===== src/rtl/seg7_pkg.sv =====
// Shared constants for the seven-segment capture path.
// Patterns are active-low, bit0=a .. bit6=g.
package seg7_pkg;

  localparam logic [6:0] SEG_0 = 7'h40;
  localparam logic [6:0] SEG_1 = 7'h79;
  localparam logic [6:0] SEG_2 = 7'h24;
  localparam logic [6:0] SEG_3 = 7'h30;
  localparam logic [6:0] SEG_4 = 7'h19;
  localparam logic [6:0] SEG_5 = 7'h12;
  localparam logic [6:0] SEG_6 = 7'h02;
  localparam logic [6:0] SEG_7 = 7'h78;
  localparam logic [6:0] SEG_8 = 7'h00;
  localparam logic [6:0] SEG_9 = 7'h18;
  localparam logic [6:0] SEG_A = 7'h08;
  localparam logic [6:0] SEG_B = 7'h03;
  localparam logic [6:0] SEG_C = 7'h46;
  localparam logic [6:0] SEG_D = 7'h21;
  localparam logic [6:0] SEG_E = 7'h06;
  localparam logic [6:0] SEG_F = 7'h0E;

  localparam logic [6:0] SEG_BLANK = 7'h7F;

endpackage


===== src/rtl/seg7_to_hex.sv =====
// Inverse seven-segment decode.
// Unknown patterns give hex 0 with o_invalid set.
module seg7_to_hex
  import seg7_pkg::*;
(
  input  logic [6:0] i_seg7,
  output logic [3:0] o_hex,
  output logic       o_invalid
);

  always_comb begin
    o_hex     = 4'h0;
    o_invalid = 1'b0;
    unique case (i_seg7)
      SEG_0:   o_hex = 4'h0;
      SEG_1:   o_hex = 4'h1;
      SEG_2:   o_hex = 4'h2;
      SEG_3:   o_hex = 4'h3;
      SEG_4:   o_hex = 4'h4;
      SEG_5:   o_hex = 4'h5;
      SEG_6:   o_hex = 4'h6;
      SEG_7:   o_hex = 4'h7;
      SEG_8:   o_hex = 4'h8;
      SEG_9:   o_hex = 4'h9;
      SEG_A:   o_hex = 4'hA;
      SEG_B:   o_hex = 4'hB;
      SEG_C:   o_hex = 4'hC;
      SEG_D:   o_hex = 4'hD;
      SEG_E:   o_hex = 4'hE;
      SEG_F:   o_hex = 4'hF;
      default: o_invalid = 1'b1;
    endcase
  end

endmodule


===== src/rtl/seg7_scan_capture.sv =====
// Samples a multiplexed 7-seg bus, captures each stable digit
// and publishes a whole frame once every digit has been seen.
module seg7_scan_capture #(
  parameter int DIGITS        = 4,
  parameter int STABLE_CYCLES = 4,
  parameter int CNT_W         = 4
) (
  input  logic                  clk,
  input  logic                  rst,
  input  logic [6:0]            seg7_in,
  input  logic [DIGITS-1:0]     dig_sel,
  output logic [4*DIGITS-1:0]   hex_out,
  output logic                  valid,
  output logic                  err
);

  import seg7_pkg::*;

  localparam int SW = DIGITS + 7;
  localparam logic [SW-1:0] S_RST = {{DIGITS{1'b1}}, SEG_BLANK};
  localparam logic [CNT_W-1:0] CNT_MAX = CNT_W'(STABLE_CYCLES - 1);
  localparam logic [CNT_W-1:0] CNT_ARM = CNT_W'(STABLE_CYCLES - 2);

  logic [SW-1:0]         r_s_q;
  logic [SW-1:0]         r_s_prev;
  logic [CNT_W-1:0]      r_cnt;
  logic [DIGITS-1:0]     r_captured;
  logic                  r_err_pend;
  logic [4*DIGITS-1:0]   r_slots;
  logic [4*DIGITS-1:0]   r_hex;
  logic                  r_valid;
  logic                  r_err;

  logic [DIGITS-1:0]     w_sel;
  logic [6:0]            w_seg;
  logic                  w_same;
  logic                  w_digit;
  logic                  w_cap;
  logic [DIGITS-1:0]     w_cap_vec;
  logic [3:0]            w_hex;
  logic                  w_inv;
  logic                  w_cap_err;
  logic                  w_done;
  logic [4*DIGITS-1:0]   w_slots_nxt;

  assign w_sel   = r_s_q[SW-1:7];
  assign w_seg   = r_s_q[6:0];
  assign w_same  = (r_s_q == r_s_prev);
  assign w_digit = $onehot(~w_sel);

  // Capture only on the edge the counter reaches its final value,
  // so a held pattern is taken exactly once.
  assign w_cap     = w_same && (r_cnt == CNT_ARM) && w_digit;
  assign w_cap_vec = w_cap ? ~w_sel : '0;
  assign w_cap_err = w_cap && w_inv;
  assign w_done    = w_cap && (&(r_captured | w_cap_vec));

  seg7_to_hex u_dec (
    .i_seg7    (w_seg),
    .o_hex     (w_hex),
    .o_invalid (w_inv)
  );

  always_comb begin
    w_slots_nxt = r_slots;
    for (int i = 0; i < DIGITS; i++) begin
      if (w_cap_vec[i] && !w_inv) begin
        w_slots_nxt[4*i +: 4] = w_hex;
      end
    end
  end

  always_ff @(posedge clk) begin
    if (rst) begin
      r_s_q      <= S_RST;
      r_s_prev   <= S_RST;
      r_cnt      <= '0;
      r_captured <= '0;
      r_err_pend <= 1'b0;
      r_slots    <= '0;
      r_hex      <= '0;
      r_valid    <= 1'b0;
      r_err      <= 1'b0;
    end else begin
      r_s_q    <= {dig_sel, seg7_in};
      r_s_prev <= r_s_q;
      if (!w_same) begin
        r_cnt <= '0;
      end else if (r_cnt < CNT_MAX) begin
        r_cnt <= r_cnt + CNT_W'(1);
      end
      r_slots <= w_slots_nxt;
      r_valid <= 1'b0;
      if (w_done) begin
        r_hex      <= w_slots_nxt;
        r_err      <= r_err_pend | w_cap_err;
        r_valid    <= 1'b1;
        r_captured <= '0;
        r_err_pend <= 1'b0;
      end else begin
        r_captured <= r_captured | w_cap_vec;
        if (w_cap_err) begin
          r_err_pend <= 1'b1;
        end
      end
    end
  end

  assign hex_out = r_hex;
  assign valid   = r_valid;
  assign err     = r_err;

endmodule

===== config.mk =====
export PLATFORM = sky130hd
export DESIGN_NAME = seg7_scan_capture
export DESIGN_NICKNAME = d
export VERILOG_FILES = /design/src/rtl/seg7_pkg.sv /design/src/rtl/seg7_to_hex.sv /design/src/rtl/seg7_scan_capture.sv
export SDC_FILE = /design/constraint.sdc
export NUM_CORES = 1
export LEC_CHECK = 0
export ABC_AREA = 1
export CAP_MARGIN = 30
export CORE_MARGIN = 5
export CORE_UTILIZATION = 40
export DETAILED_ROUTE_END_ITERATION = 7
export PLACE_DENSITY = 0.63
export SLEW_MARGIN = 20
export SYNTH_ARGS = -nofsm -noshare
export SYNTH_HDL_FRONTEND = slang
export SYNTH_SLANG_ARGS = --single-unit

===== constraint.sdc =====
create_clock -name clk -period 7.1 [get_ports clk]
set_input_delay 1.42 -clock clk [delete_from_list [all_inputs] [get_ports clk]]
set_output_delay 1.42 -clock clk [all_outputs]
set_load 0.1 [all_outputs]

==> impl_metrics.ini, run 1 <==
[sta]
timing_worst_slew_pin_value_ns = 0.968
maxClockFrequency_ghz = 0.309
grt_setup_unrepaired = no
finalHoldViolCount = 0
finalMaxSlewViolations = 0
fin_crit_sh_pct = 45.6
worst_hold_slack_ns = 0.428
skew_ns = 0.00404
final_critical_path_setup_slack_ns = 3.86
relSlewSlack_pct = 35.2
shortest_clock_period_the_worst_path_allows_after_layout_ns = 3.24
report.final.setup_viol = 0
setup_total_negative_slack_ns = 0

[clocking]
tritoncts = built
h-tree-depth = 3
clock_tree.buffer_depth = 2
worst_skew_pair.late_latency_ns = 0.34
numCtsBuffers = 9
cts-resized-gates = 0
numClockSinks = 65
cts.reportedPaths.clkPinSlew_ns = 0.07
post-cts-setup-buffers = 0
cts_root_buf = sky130_fd_sc_hd__clkbuf_8
post_cts_hold_buffers = 0

[setup_path]
biggest_cell_delay_along_the_critical_path_ns = 1.13
timing.critical_path.buf_inv = 1
critPathArrivalTime_ns = 1.82
critPathCaptureType = output port
crit_cells = 1
worstPathRequired_ns = 5.68
crit_slowest_cell = sky130_fd_sc_hd__clkdlybuf4s50_1
criticalPathCategory = flop to output port
type_of_element_launching_the_critical_path = flop
cpLargestDelayFamily = buffers and inverters
reg2reg_depth = 12
max_fanout_on_critical_path = 2
crit_path_cell_trace = clkdlybuf4s50_1

[synthesis]
syn_nets = 404
postSynthRegisterBits = 65
synth-seq-area-share_pct = 45.1
synth-main-ff-cell = sky130_fd_sc_hd__dfxtp_1
synth_simple_gate_area_share_pct = 36.7
synth_top_family_by_area = simple AND/OR/NAND/NOR gates
xor_xnor_cell_area_share_of_the_yosys_netlist_pct = 1.82
synth.cell_area_um2 = 2890
library_cells_used_by_synthesis = 30
post_synth_fa_ha_maj_area_fraction_pct = 2.43
postSynth.asyncResetShare_pct = 0
muxShareOfSynthArea_pct = 0
yosysWarnings = 0
syn_inst = 386
syn_avg_cell_area_um2 = 7.48
synth_compound_gate_area_share_pct = 4.94
edff_count_synth = 0

[grt]
antenna_violations_before_repair = 0
wire_length_of_the_first_global_routing_pass_mm = 9.74
grt_pass1_vias = 2269
grt_max_degree = 37
globalRoute.totalOverflow = 0
global_route.usage.total_pct = 13.8

[detailed_routing]
drt_first_pass_iters = 4
vias = 2365
antenna_left = 0
drt-initial-drc-count = 50
drt_drc_violations_left = 0
wl_per_cell_um = 10.8
drt_wl_total_mm = 5.66
met1Wirelength_mm = 2.76
top_layer = met4
route.met3.wl_um = 183
via_density = 4.53
met2RoutedLength_mm = 2.62

[pwr]
ir_drop_v = 0.0000876
power.leakage_uw = 0.00171
power.density_cell_area_nw_per_um2 = 216

[layout]
most_common_library_cell_in_the_layout_ignoring_fill_and_taps = sky130_fd_sc_hd__nand2_1
post-route-cell-area_um2 = 3450
layout_stage_area_growth_over_the_synthesis_result_pct = 19.4
mostFrequentLayoutCells = 108 x sky130_fd_sc_hd__nand2_1, 65 x sky130_fd_sc_hd__dfxtp_1, 53 x sky130_fd_sc_hd__nand3_1
post_route_cells_drive_above_1_share_pct = 11.1
final_nets = 436
antenna-diode-count = 0

[job]
timing.max_cap.violations = 0

[placement]
io_buffers = 30
place.detailed.hpwl_mm = 4.16
gp_congestion = 0.894
dpl_cell_area_um2 = 3230
place_worst_setup_slack_ns = 3.26

[floorplanning]
rows = 31
die_area_um2 = 9020
core_area_um2 = 7140
top_level_ports = 31
die_w_um = 95.0
effective_utilization_at_floorplan_pct = 40.5
die_height_um = 95.0

[worst_hold_path]
hp-class = flop to flop
worst_hold_path.num_cells = 2

[outcome]
status = finished clean
-- cell families after synthesis --
group,count (synthesis)
and+or+nand+nor,228
buffers and inverters,56
xor gates and xnor gates,6
adders and majority gates,5
AOI/OAI and AO/OA,26
DFF,65
-- cells in the mapped netlist, types with 5 or more instances --
cell	n	share of area, %
sky130_fd_sc_hd__a21oi_1	22	3.8
sky130_fd_sc_hd__dfxtp_1	65	45
sky130_fd_sc_hd__inv_1	40	5.2
sky130_fd_sc_hd__inv_2	5	0.65
sky130_fd_sc_hd__nand2_1	108	14
sky130_fd_sc_hd__nand3_1	53	9.2
sky130_fd_sc_hd__nand4_1	5	1.1
sky130_fd_sc_hd__nor2_1	35	4.5
sky130_fd_sc_hd__or2_2	13	2.8
sky130_fd_sc_hd__xnor2_1	5	1.5
-- through the flow --
stage,utilization [%],total power (uW),std cells
after detailed placement,45.2,425,505
after CTS,48.1,754,521
after floorplan,-,413,386
after global placement,45.2,424,505
final,48.3,744,522
after global routing,48.3,771,522
-- worst reg2reg max path: stages, from the launching register on --
cell and delay [ns]:
sky130_fd_sc_hd__dfxtp_1 0.35, sky130_fd_sc_hd__fa_1 0.54, sky130_fd_sc_hd__inv_1 0.04, sky130_fd_sc_hd__ha_1 0.17, sky130_fd_sc_hd__ha_1 0.27, sky130_fd_sc_hd__nor2_1 0.10
sky130_fd_sc_hd__nand3_1 0.07, sky130_fd_sc_hd__nor2_1 0.24, sky130_fd_sc_hd__nand4_1 0.22, sky130_fd_sc_hd__nand2_2 0.18, sky130_fd_sc_hd__nand4_4 0.29, sky130_fd_sc_hd__nand2_1 0.26
sky130_fd_sc_hd__nor2_1 0.06
-- worst paths after layout --
kind	from	to	slack (ns)
worst min register to register	r_cnt[2]	r_cnt[2]	0.43
worst min-delay path	r_cnt[2]	r_cnt[2]	0.43
worst max-delay path	hex_out[10]	hex_out[10]	3.86
worst max register to register	r_s_q[7]	r_err_pend	4.21
-- report_power, final --
part,internal [uW],switching [uW],total [uW]
Sequential,371,5.66,376
Combinational,17.4,23.3,40.7
Clock,191,136,327
-- sequential cells by signal, summed over array words and instances, names as in the netlist --
name	flops
r_slots	16
r_captured	4
r_s_prev	11
valid	1
err	1
hex_out	16
r_err_pend	1
r_cnt	4
r_s_q	11
-- routing by layer --
layer	global-route usage, %	up-vias
li1	-	1281
met1	16.6	1046
met2	22.7	30
met3	3.35	8
met4	7.45	0
met5	0	-
-- area by class of cell --
type | instances | area [um^2]
inverter | 45 | 169
multi-input combinational | 265 | 1330
tap | 99 | 124
clock buffer | 14 | 173
fill | 728 | 3690
timing repair buffer | 32 | 319
clock inverter | 2 | 35.0
sequential | 65 | 1300
Note: power is estimated with default switching activity, not from simulation.
==> run 2: changes to the inputs <==
- clock period: 7.1 -> 3.3 ns (I/O delays scaled with it)
==> run 2 against run 1 <==
Final cell count unchanged. Register-to-register slack got worse by 3.7 ns. Count of clock-buffer cells in the layout decreased by 4. Global-route usage increased by 0.14 points. Via count increased by 1.4%. Total power increased by 98%. Largest power group unchanged.
==> impl_metrics.ini, run 2 (synthesis gave the netlist of run 1 again) <==
[clocking]
numClockSinks = 65
post-cts-setup-buffers = 0
post_cts_hold_buffers = 0
cts_root_buf = sky130_fd_sc_hd__clkbuf_8
clock_tree.buffer_depth = 2
cts-resized-gates = 0
worst_skew_pair.late_latency_ns = 0.34
h-tree-depth = 3
cts.reportedPaths.clkPinSlew_ns = 0.07
numCtsBuffers = 9
tritoncts = built

[pwr]
internal_power_uw = 1100
power.leakage_uw = 0.00172
power.share.sequential_pct = 55.1
ir_drop_v = 0.000199
net_switching_fraction_of_the_power_pct = 25.1
power.density_cell_area_nw_per_um2 = 438
comb_power_share_pct = 5.9
p_sw_uw = 368
share_of_total_power_in_the_clock_network_pct = 39.0

[detailed_routing]
drt_first_pass_iters = 4
vias = 2397
drt_wl_total_mm = 5.65
via_density = 4.59
drt-initial-drc-count = 89
drt_drc_violations_left = 0
antenna_left = 0
wl_per_cell_um = 10.8

[sta]
setup_total_negative_slack_ns = 0
skew_ns = 0.00850
shortest_clock_period_the_worst_path_allows_after_layout_ns = 2.80
final_critical_path_setup_slack_ns = 0.505
timing_worst_slew_pin_value_ns = 0.454
finalMaxSlewViolations = 0
maxClockFrequency_ghz = 0.358
relSlewSlack_pct = 69.7
grt_setup_unrepaired = no
report.final.setup_viol = 0
finalHoldViolCount = 0
fin_crit_sh_pct = 84.7

[setup_path]
worst_r2r_endpoint = r_captured[2]
rr_startpoint = r_s_q[7]
worstSetupEndpoint = r_captured[2]
reg2reg_depth = 12
type_of_element_launching_the_critical_path = flop
critPathCaptureType = flop
setup_slack_on_the_worst_flop_to_flop_path_ns = 0.50
worstPathRequired_ns = 3.54
worstSetupStartpoint = r_s_q[7]
critPathArrivalTime_ns = 3.03
max_fanout_on_critical_path = 19
criticalPathCategory = flop to flop

[layout]
final_nets = 436
multiInputGateArea_um2 = 1330
layout_stage_area_growth_over_the_synthesis_result_pct = 16.1
post_route_cells_drive_above_1_share_pct = 15.6
most_common_library_cell_in_the_layout_ignoring_fill_and_taps = sky130_fd_sc_hd__nand2_1
mostFrequentLayoutCells = 108 x sky130_fd_sc_hd__nand2_1, 65 x sky130_fd_sc_hd__dfxtp_1, 53 x sky130_fd_sc_hd__nand3_1
antenna-diode-count = 0
regArea_um2 = 1300
n_fill_cell = 745

[grt]
antenna_violations_before_repair = 0
global_route.usage.total_pct = 14.0
wire_length_of_the_first_global_routing_pass_mm = 9.80
globalRoute.totalOverflow = 0
grt_max_degree = 35
grt_pass1_vias = 2219

[placement]
io_buffers = 30
place_worst_setup_slack_ns = 0.470
place.detailed.hpwl_mm = 4.03
gp_congestion = 0.873

[worst_hold_path]
hp-class = flop to flop
hp-start = r_cnt[2]

[floorplanning]
top_level_ports = 31
die_w_um = 95.0
core_area_um2 = 7140
rows = 31
effective_utilization_at_floorplan_pct = 40.5
die_height_um = 95.0
die_area_um2 = 9020

[outcome]
status = finished clean

[job]
timing.max_cap.violations = 0
-- run 2: routing by layer --
layer  GRT usage, %  routed length, um  vias to the layer above
met1           17.1               2770                     1067
met2           22.7               2620                       42
met4           6.61                 89                        0
met3           3.82                175                       11
li1               -                  -                     1277
met5              0                  0                        -
-- run 2: worst min-delay path by stage --
| stage | endpoint | slack (ns) | cells after the start |
|---|---|---|---|
| floorplan | r_cnt[2] | 0.41 | 2 |
| global placement | r_cnt[2] | 0.42 | 2 |
| detailed placement | r_cnt[2] | 0.42 | 2 |
| global route | r_cnt[2] | 0.45 | 2 |
| finish | r_cnt[2] | 0.43 | 2 |
| CTS | r_cnt[2] | 0.43 | 2 |
-- run 2: area by class of cell --
class / instances / area share (%)
multi-input combinational: 265 / 39.6
inverter: 45 / 5.04
clock inverter: 6 / 1.04
sequential: 65 / 38.8
timing repair buffer: 32 / 8.06
tap: 99 / 3.69
clock buffer: 10 / 3.81
-- run 2: critical path, stage by stage, from the launching register on --
cell,delay [ns]
sky130_fd_sc_hd__dfxtp_1,0.34
sky130_fd_sc_hd__fa_1,0.54
sky130_fd_sc_hd__inv_1,0.04
sky130_fd_sc_hd__ha_1,0.17
sky130_fd_sc_hd__ha_1,0.26
sky130_fd_sc_hd__nor2_1,0.10
sky130_fd_sc_hd__nand3_1,0.07
sky130_fd_sc_hd__nor2_1,0.22
sky130_fd_sc_hd__nand4_1,0.18
sky130_fd_sc_hd__nand2_2,0.16
sky130_fd_sc_hd__nand4_4,0.29
sky130_fd_sc_hd__nand2_1,0.26
sky130_fd_sc_hd__nor2_1,0.06
-- run 2: through the flow --
step / hold WS, ns / utilization [%] / area [um^2] / total power, uW / cells
2_1_floorplan: 0.408 / - / 2890 / 888 / 386
3_3_place_gp: 0.417 / 44.7 / 3190 / 913 / 506
3_5_place_dp: 0.419 / 44.7 / 3190 / 915 / 506
4_1_cts: 0.430 / 47.0 / 3350 / 1490 / 522
5_1_grt: 0.452 / 47.0 / 3350 / 1530 / 522
6_report: 0.428 / 47.0 / 3350 / 1470 / 522
-- run 2: power by group through the flow --
stage / logic [uW] / registers (uW) / clock network, uW
6_report: 86.5 / 809 / 573
4_1_cts: 88.1 / 809 / 591
3_3_place_gp: 86.6 / 826 / 0
3_5_place_dp: 87.6 / 827 / 0
2_1_floorplan: 64.0 / 824 / 0
5_1_grt: 97.7 / 811 / 624
